### src/rtl/display_clocks_pkg.sv
// display_clocks_pkg
// Shared definitions for the display clock supervisor: the FSM state
// encoding (RESET=0, WAIT_LOCK=1, STABLE=2, RUN=3, FAIL=4) and small
// elaboration-time helpers used to size counters.
package display_clocks_pkg;

  localparam logic [2:0] RESET     = 3'd0;
  localparam logic [2:0] WAIT_LOCK = 3'd1;
  localparam logic [2:0] STABLE    = 3'd2;
  localparam logic [2:0] RUN       = 3'd3;
  localparam logic [2:0] FAIL      = 3'd4;

  typedef enum logic [2:0] {
    S_RESET     = RESET,
    S_WAIT_LOCK = WAIT_LOCK,
    S_STABLE    = STABLE,
    S_RUN       = RUN,
    S_FAIL      = FAIL
  } state_t;

  function automatic int unsigned max3(input int unsigned a,
                                       input int unsigned b,
                                       input int unsigned c);
    int unsigned m;
    m = (a > b) ? a : b;
    return (m > c) ? m : c;
  endfunction

  // Bits needed to hold values 0..n-1, never less than one bit.
  function automatic int unsigned cnt_width(input int unsigned n);
    return (n < 2) ? 1 : $clog2(n);
  endfunction

endpackage

### src/rtl/display_sync.sv
// display_sync
// Multi-flop synchroniser for a single asynchronous level signal.
// Ports:
//   clk   - destination clock
//   rst_n - asynchronous active-low reset, clears every stage to 0
//   d     - asynchronous input
//   q     - synchronised output, STAGES clock cycles behind d
module display_sync #(
  parameter int unsigned STAGES = 2
) (
  input  logic clk,
  input  logic rst_n,
  input  logic d,
  output logic q
);

  logic [STAGES-1:0] sync;

  always_ff @(posedge clk or negedge rst_n) begin
    if (!rst_n) begin
      sync <= '0;
    end else begin
      sync <= {sync[STAGES-2:0], d};
    end
  end

  assign q = sync[STAGES-1];

endmodule

### src/rtl/display_clocks_supervisor.sv
// display_clocks_supervisor
// Drives the MMCM reset, watches its asynchronous LOCKED output and
// declares the display clocks usable once lock has been stable long
// enough. Retries on lock timeout, restarts on lock loss, and parks in
// a sticky fail state after too many consecutive timeouts.
// Ports:
//   i_clk          - free-running board clock
//   i_rst_n        - asynchronous active-low reset
//   i_locked       - MMCM LOCKED, asynchronous to i_clk
//   i_restart      - single-cycle request to re-run bring-up
//   o_mmcm_rst     - MMCM RST, active high
//   o_ready        - clocks locked and stable
//   o_fail         - retries exhausted, sticky until i_restart
//   o_lost_cnt     - saturating count of lock losses while running
//   o_timeout_cnt  - saturating count of lock timeouts
// Build option: define DISPLAY_CLOCKS_STATS_EN to implement the two
// statistics counters; otherwise both outputs are tied to zero.
module display_clocks_supervisor
  import display_clocks_pkg::*;
#(
  parameter int unsigned RST_CYCLES    = 16,
  parameter int unsigned LOCK_TIMEOUT  = 100000,
  parameter int unsigned STABLE_CYCLES = 1024,
  parameter int unsigned MAX_RETRIES   = 3,
  parameter int unsigned SYNC_STAGES   = 2,
  parameter int unsigned STAT_W        = 8
) (
  input  logic              i_clk,
  input  logic              i_rst_n,
  input  logic              i_locked,
  input  logic              i_restart,
  output logic              o_mmcm_rst,
  output logic              o_ready,
  output logic              o_fail,
  output logic [STAT_W-1:0] o_lost_cnt,
  output logic [STAT_W-1:0] o_timeout_cnt
);

  localparam int unsigned CNT_W = cnt_width(max3(RST_CYCLES, LOCK_TIMEOUT, STABLE_CYCLES));
  localparam int unsigned RTY_W = cnt_width(MAX_RETRIES + 1);

  localparam logic [CNT_W-1:0] RST_LAST = CNT_W'(RST_CYCLES - 1);
  localparam logic [CNT_W-1:0] TMO_LAST = CNT_W'(LOCK_TIMEOUT - 1);
  localparam logic [CNT_W-1:0] STB_LAST = CNT_W'(STABLE_CYCLES - 1);
  localparam logic [RTY_W-1:0] RTY_MAX  = RTY_W'(MAX_RETRIES);

  logic             locked_s;
  state_t           state, state_nxt;
  logic [CNT_W-1:0] cnt, cnt_nxt;
  logic [RTY_W-1:0] retries, retries_nxt;
  logic             timeout_ev;
  logic             lost_ev;

  display_sync #(
    .STAGES(SYNC_STAGES)
  ) u_lock_sync (
    .clk  (i_clk),
    .rst_n(i_rst_n),
    .d    (i_locked),
    .q    (locked_s)
  );

  // One shared timer serves every state; it is cleared on each state
  // change so each state measures time from its own entry.
  always_comb begin
    state_nxt   = state;
    cnt_nxt     = cnt;
    retries_nxt = retries;
    timeout_ev  = 1'b0;
    lost_ev     = 1'b0;
    if (i_restart) begin
      // Restart wins over any simultaneous timeout or lock loss and
      // suppresses the matching statistic.
      state_nxt   = S_RESET;
      cnt_nxt     = '0;
      retries_nxt = '0;
    end else begin
      case (state)
        S_RESET: begin
          if (cnt == RST_LAST) begin
            state_nxt = S_WAIT_LOCK;
            cnt_nxt   = '0;
          end else begin
            cnt_nxt = cnt + CNT_W'(1);
          end
        end
        S_WAIT_LOCK: begin
          if (locked_s) begin
            state_nxt = S_STABLE;
            cnt_nxt   = '0;
          end else if (cnt == TMO_LAST) begin
            timeout_ev = 1'b1;
            cnt_nxt    = '0;
            if (retries == RTY_MAX) begin
              state_nxt = S_FAIL;
            end else begin
              retries_nxt = retries + RTY_W'(1);
              state_nxt   = S_RESET;
            end
          end else begin
            cnt_nxt = cnt + CNT_W'(1);
          end
        end
        S_STABLE: begin
          // A dropout here is treated as a glitch: wait for lock again
          // without pulsing the MMCM reset.
          if (!locked_s) begin
            state_nxt = S_WAIT_LOCK;
            cnt_nxt   = '0;
          end else if (cnt == STB_LAST) begin
            state_nxt   = S_RUN;
            cnt_nxt     = '0;
            retries_nxt = '0;
          end else begin
            cnt_nxt = cnt + CNT_W'(1);
          end
        end
        S_RUN: begin
          if (!locked_s) begin
            state_nxt = S_RESET;
            cnt_nxt   = '0;
            lost_ev   = 1'b1;
          end
        end
        S_FAIL: begin
          state_nxt = S_FAIL;
        end
        default: begin
          state_nxt = S_RESET;
          cnt_nxt   = '0;
        end
      endcase
    end
  end

  // Outputs are decoded from the next state so they move on the same
  // edge as the state register.
  always_ff @(posedge i_clk or negedge i_rst_n) begin
    if (!i_rst_n) begin
      state      <= S_RESET;
      cnt        <= '0;
      retries    <= '0;
      o_mmcm_rst <= 1'b1;
      o_ready    <= 1'b0;
      o_fail     <= 1'b0;
    end else begin
      state      <= state_nxt;
      cnt        <= cnt_nxt;
      retries    <= retries_nxt;
      o_mmcm_rst <= (state_nxt == S_RESET) || (state_nxt == S_FAIL);
      o_ready    <= (state_nxt == S_RUN);
      o_fail     <= (state_nxt == S_FAIL);
    end
  end

`ifdef DISPLAY_CLOCKS_STATS_EN
  localparam logic [STAT_W-1:0] STAT_MAX = '1;

  logic [STAT_W-1:0] lost_cnt;
  logic [STAT_W-1:0] timeout_cnt;

  always_ff @(posedge i_clk or negedge i_rst_n) begin
    if (!i_rst_n) begin
      lost_cnt    <= '0;
      timeout_cnt <= '0;
    end else begin
      if (lost_ev && (lost_cnt != STAT_MAX)) begin
        lost_cnt <= lost_cnt + STAT_W'(1);
      end
      if (timeout_ev && (timeout_cnt != STAT_MAX)) begin
        timeout_cnt <= timeout_cnt + STAT_W'(1);
      end
    end
  end

  assign o_lost_cnt    = lost_cnt;
  assign o_timeout_cnt = timeout_cnt;
`else
  logic unused_stat_events;
  assign unused_stat_events = lost_ev ^ timeout_ev;
  assign o_lost_cnt         = '0;
  assign o_timeout_cnt      = '0;
`endif

endmodule

### config.mk
export PLATFORM = sky130hd
export DESIGN_NAME = display_clocks_supervisor
export DESIGN_NICKNAME = d
export VERILOG_FILES = /design/src/rtl/display_clocks_pkg.sv /design/src/rtl/display_sync.sv /design/src/rtl/display_clocks_supervisor.sv
export SDC_FILE = /design/constraint.sdc
export NUM_CORES = 1
export LEC_CHECK = 0
export BUFFER_PORTS_ARGS = -buffer_cell sky130_fd_sc_hd__buf_2
export CELL_PAD_IN_SITES_DETAIL_PLACEMENT = 1
export CELL_PAD_IN_SITES_GLOBAL_PLACEMENT = 1
export CORE_MARGIN = 2
export CORE_UTILIZATION = 47
export DETAILED_ROUTE_END_ITERATION = 6
export GPL_TIMING_DRIVEN = 1
export PLACE_DENSITY = 0.87
export SYNTH_ARGS = -nofsm -noshare
export SYNTH_HDL_FRONTEND = slang
export SYNTH_SLANG_ARGS = --single-unit
### constraint.sdc
create_clock -name i_clk -period 6 [get_ports i_clk]
set_input_delay 0.6 -clock i_clk [delete_from_list [all_inputs] [get_ports i_clk]]
set_output_delay 0.6 -clock i_clk [all_outputs]
set_load 0.02 [all_outputs]
==> metrics.txt <==
status=finished, final reports clean; worst reg2reg path endpoint=cnt[3]$_DFFE_PN0P_; R2R Path Start=cnt[11]$_DFFE_PN0P_; post-synth top area share=0.397; Hold Crit Class=in2async; Worst R2R Setup Slack=3.59 ns; commonest non-fill, non-tap cells in the layout=dfrtp_1 (26), nor2_1 (18), conb_1 (16); Post-synth EDFFs=0; first-pass GRT wire length=5910 µm; DR vias=1,253; final hold violation count=0; vias per cell=5.70; final setup fails=0; Netlist cell types=46; drt wl/cell=15.6 µm; Synth area leader=dfrtp_1; CP arrival=2.61 ns; core region area=0.00334 mm²; Synth Area per Inst=9.64 µm²; maximum fanout along the worst path=14; P_leak=0.672 nW; IO buf count=6; nets@finish=181; Worst Skew=0.00926 ns; setup TNS=0 ns; dpl hpwl=2500 µm; total grt overflow=0; Worst-path clk slew=0.16 ns; most common cell after layout, fill and taps aside=dfrtp_1; GRT Total Usage=0.188; CTS Hold Bufs=0; vias in the first global route=1,244; fin crit share=0.402; post-cts sizing count=0; f_max=0.415 GHz; H-tree Lvls=1; reg2reg path depth=5; I/O pin count=23; residual DRC count=0; fraction of layout cells with a size suffix above 1=0.144; crit path kind=reg2reg; postcts setup bufs=0; fin. max-slew vios=0; Cell Area, Synth=0.00164 mm²; clock sink total=27; die height=63.1 µm; final weighted congestion in routability-driven placement=0.743; Data required, critical path=6.20 ns; Synth Register Bits=27; CP endpoint kind=flip-flop; power per cell area=175 mW/mm²; Hold WS=0.242 ns; Mapped Cells=170; Initial Util=0.491; # rows=21; Rel. slew slack=0.482; post-route ant nets=0; worst slew pin tran=0.771 ns; Yosys warnings=0; n_diodes=0; largest net degree at the start of global routing=28; drt total wl=3430 µm; pre-CTS setup slack=3.58 ns; Final min period=2.41 ns; max-cap viol count=0; RSZ-0062 raised after global routing=no; Seq/Total Area, Yosys=0.413; peak supply drop=63.1 µV; Synth Flop Type=dfrtp_1; Die X-Extent=63.1 µm; DRT Pass-1 Iters=4; clock latency on the worst-skew pair=0.33 ns; CTS tree=yes; total CTS buffers=3; Root Driver=clkbuf_4; initial antenna violation count=0; top post-synthesis cells by area=dfrtp_1 (40%), buf_4 (7.3%), nor2_1 (4.1%); final worst slack=3.59 ns; ys async rst share=1.00; Max Root-Sink Buffers=2; CP Launch Type=flip-flop; 1st-iter DRT viols=54; Synth-to-Final Area Change=1.53%; DIE AREA=0.00398 mm²
==> per-stage QoR <==
stage / power, W / utilization / instances / area (µm²)
finish: 0.000292 / 0.499 / 220 / 1660
global placement: 0.000212 / 0.490 / 216 / 1630
CTS: 0.000294 / 0.499 / 220 / 1660
global route: 0.000305 / 0.499 / 220 / 1660
detailed placement: 0.000213 / 0.490 / 216 / 1630
floorplan: 0.000214 / - / 185 / 1700
==> cells by family (layout without fill, tap and decap cells) <==
family,after synthesis,in the layout,share of synthesized area
mux,4,4,0.0252
buf+inv,23,12,0.0954
other cells,1,16,0.00229
xor+xnor,7,7,0.0374
compound gates,24,24,0.100
simple gates,82,82,0.311
flops,27,27,0.413
fa+ha+maj,2,2,0.0153
==> layout make-up <==
type / count / area, µm²
clock inverter: 1 / 7.51
clock buffer: 3 / 22.5
tap: 46 / 57.6
timing repair buffer: 6 / 30.0
multi-input combinational: 135 / 862
fill: 426 / 1670
inverter: 2 / 7.51
sequential: 27 / 677
==> synthesized netlist by cell type, types with 2 or more instances <==
master     number
a21oi_1         4
nor4b_1         3
clkbuf_1        2
ha_1            2
nor3b_1         2
o2bb2ai_1       4
mux2i_1         3
nand2_1         9
dfrtp_1        26
o21ai_0         7
nand2b_1        2
a21o_1          2
nand3_1         7
nor4_4          2
nor4_1          5
or2_2           3
nor2_1         18
or4b_1          2
inv_1           2
nor3_1          9
buf_4          16
and3_1          2
buf_2           2
and4_1          2
nand4_1         5
nor2b_1         2
xnor2_1         7
or3b_2          2
==> flip-flops by register name, summed over array words and instances (netlist names) <==
signal	flops
u_lock_sync.sync	2
state	3
o_mmcm_rst	1
o_ready	1
o_fail	1
cnt	17
retries	2
==> how the worst max path moves through the flow <==
stage	from	to	slack, ns	depth (start not counted)
finish	cnt[11]$_DFFE_PN0P_	cnt[3]$_DFFE_PN0P_	3.59	5
detailed placement	cnt[11]$_DFFE_PN0P_	cnt[12]$_DFFE_PN0P_	3.58	5
global route	cnt[7]$_DFFE_PN0P_	cnt[3]$_DFFE_PN0P_	3.40	5
floorplan	cnt[11]$_DFFE_PN0P_	cnt[1]$_DFFE_PN0P_	3.96	5
CTS	cnt[11]$_DFFE_PN0P_	cnt[3]$_DFFE_PN0P_	3.57	5
global placement	cnt[11]$_DFFE_PN0P_	cnt[12]$_DFFE_PN0P_	3.67	5
==> power breakdown <==
group	leakage [nW]	internal (W)	switching (W)
clock	0.0139	0.0000255	0.0000567
sequential	0.367	0.000184	0.00000283
combinational	0.292	0.00000414	0.0000183
==> routing by layer <==
metal	up-vias	share of wire	GRT usage
met1	617	0.45	0.247
met5	-	0	0
met4	0	0.0093	0.0500
li1	598	-	-
met2	33	0.50	0.327
met3	5	0.038	0.0232
==> critical path, cell delays in order (launching register included) <==
cell       delay [ns]
dfrtp_1          0.44
or4_4            0.60
nor3_4           0.25
a211oi_2         0.14
nor4_4           0.72
o2bb2ai_1        0.13
(Power assumes the default switching activity.)
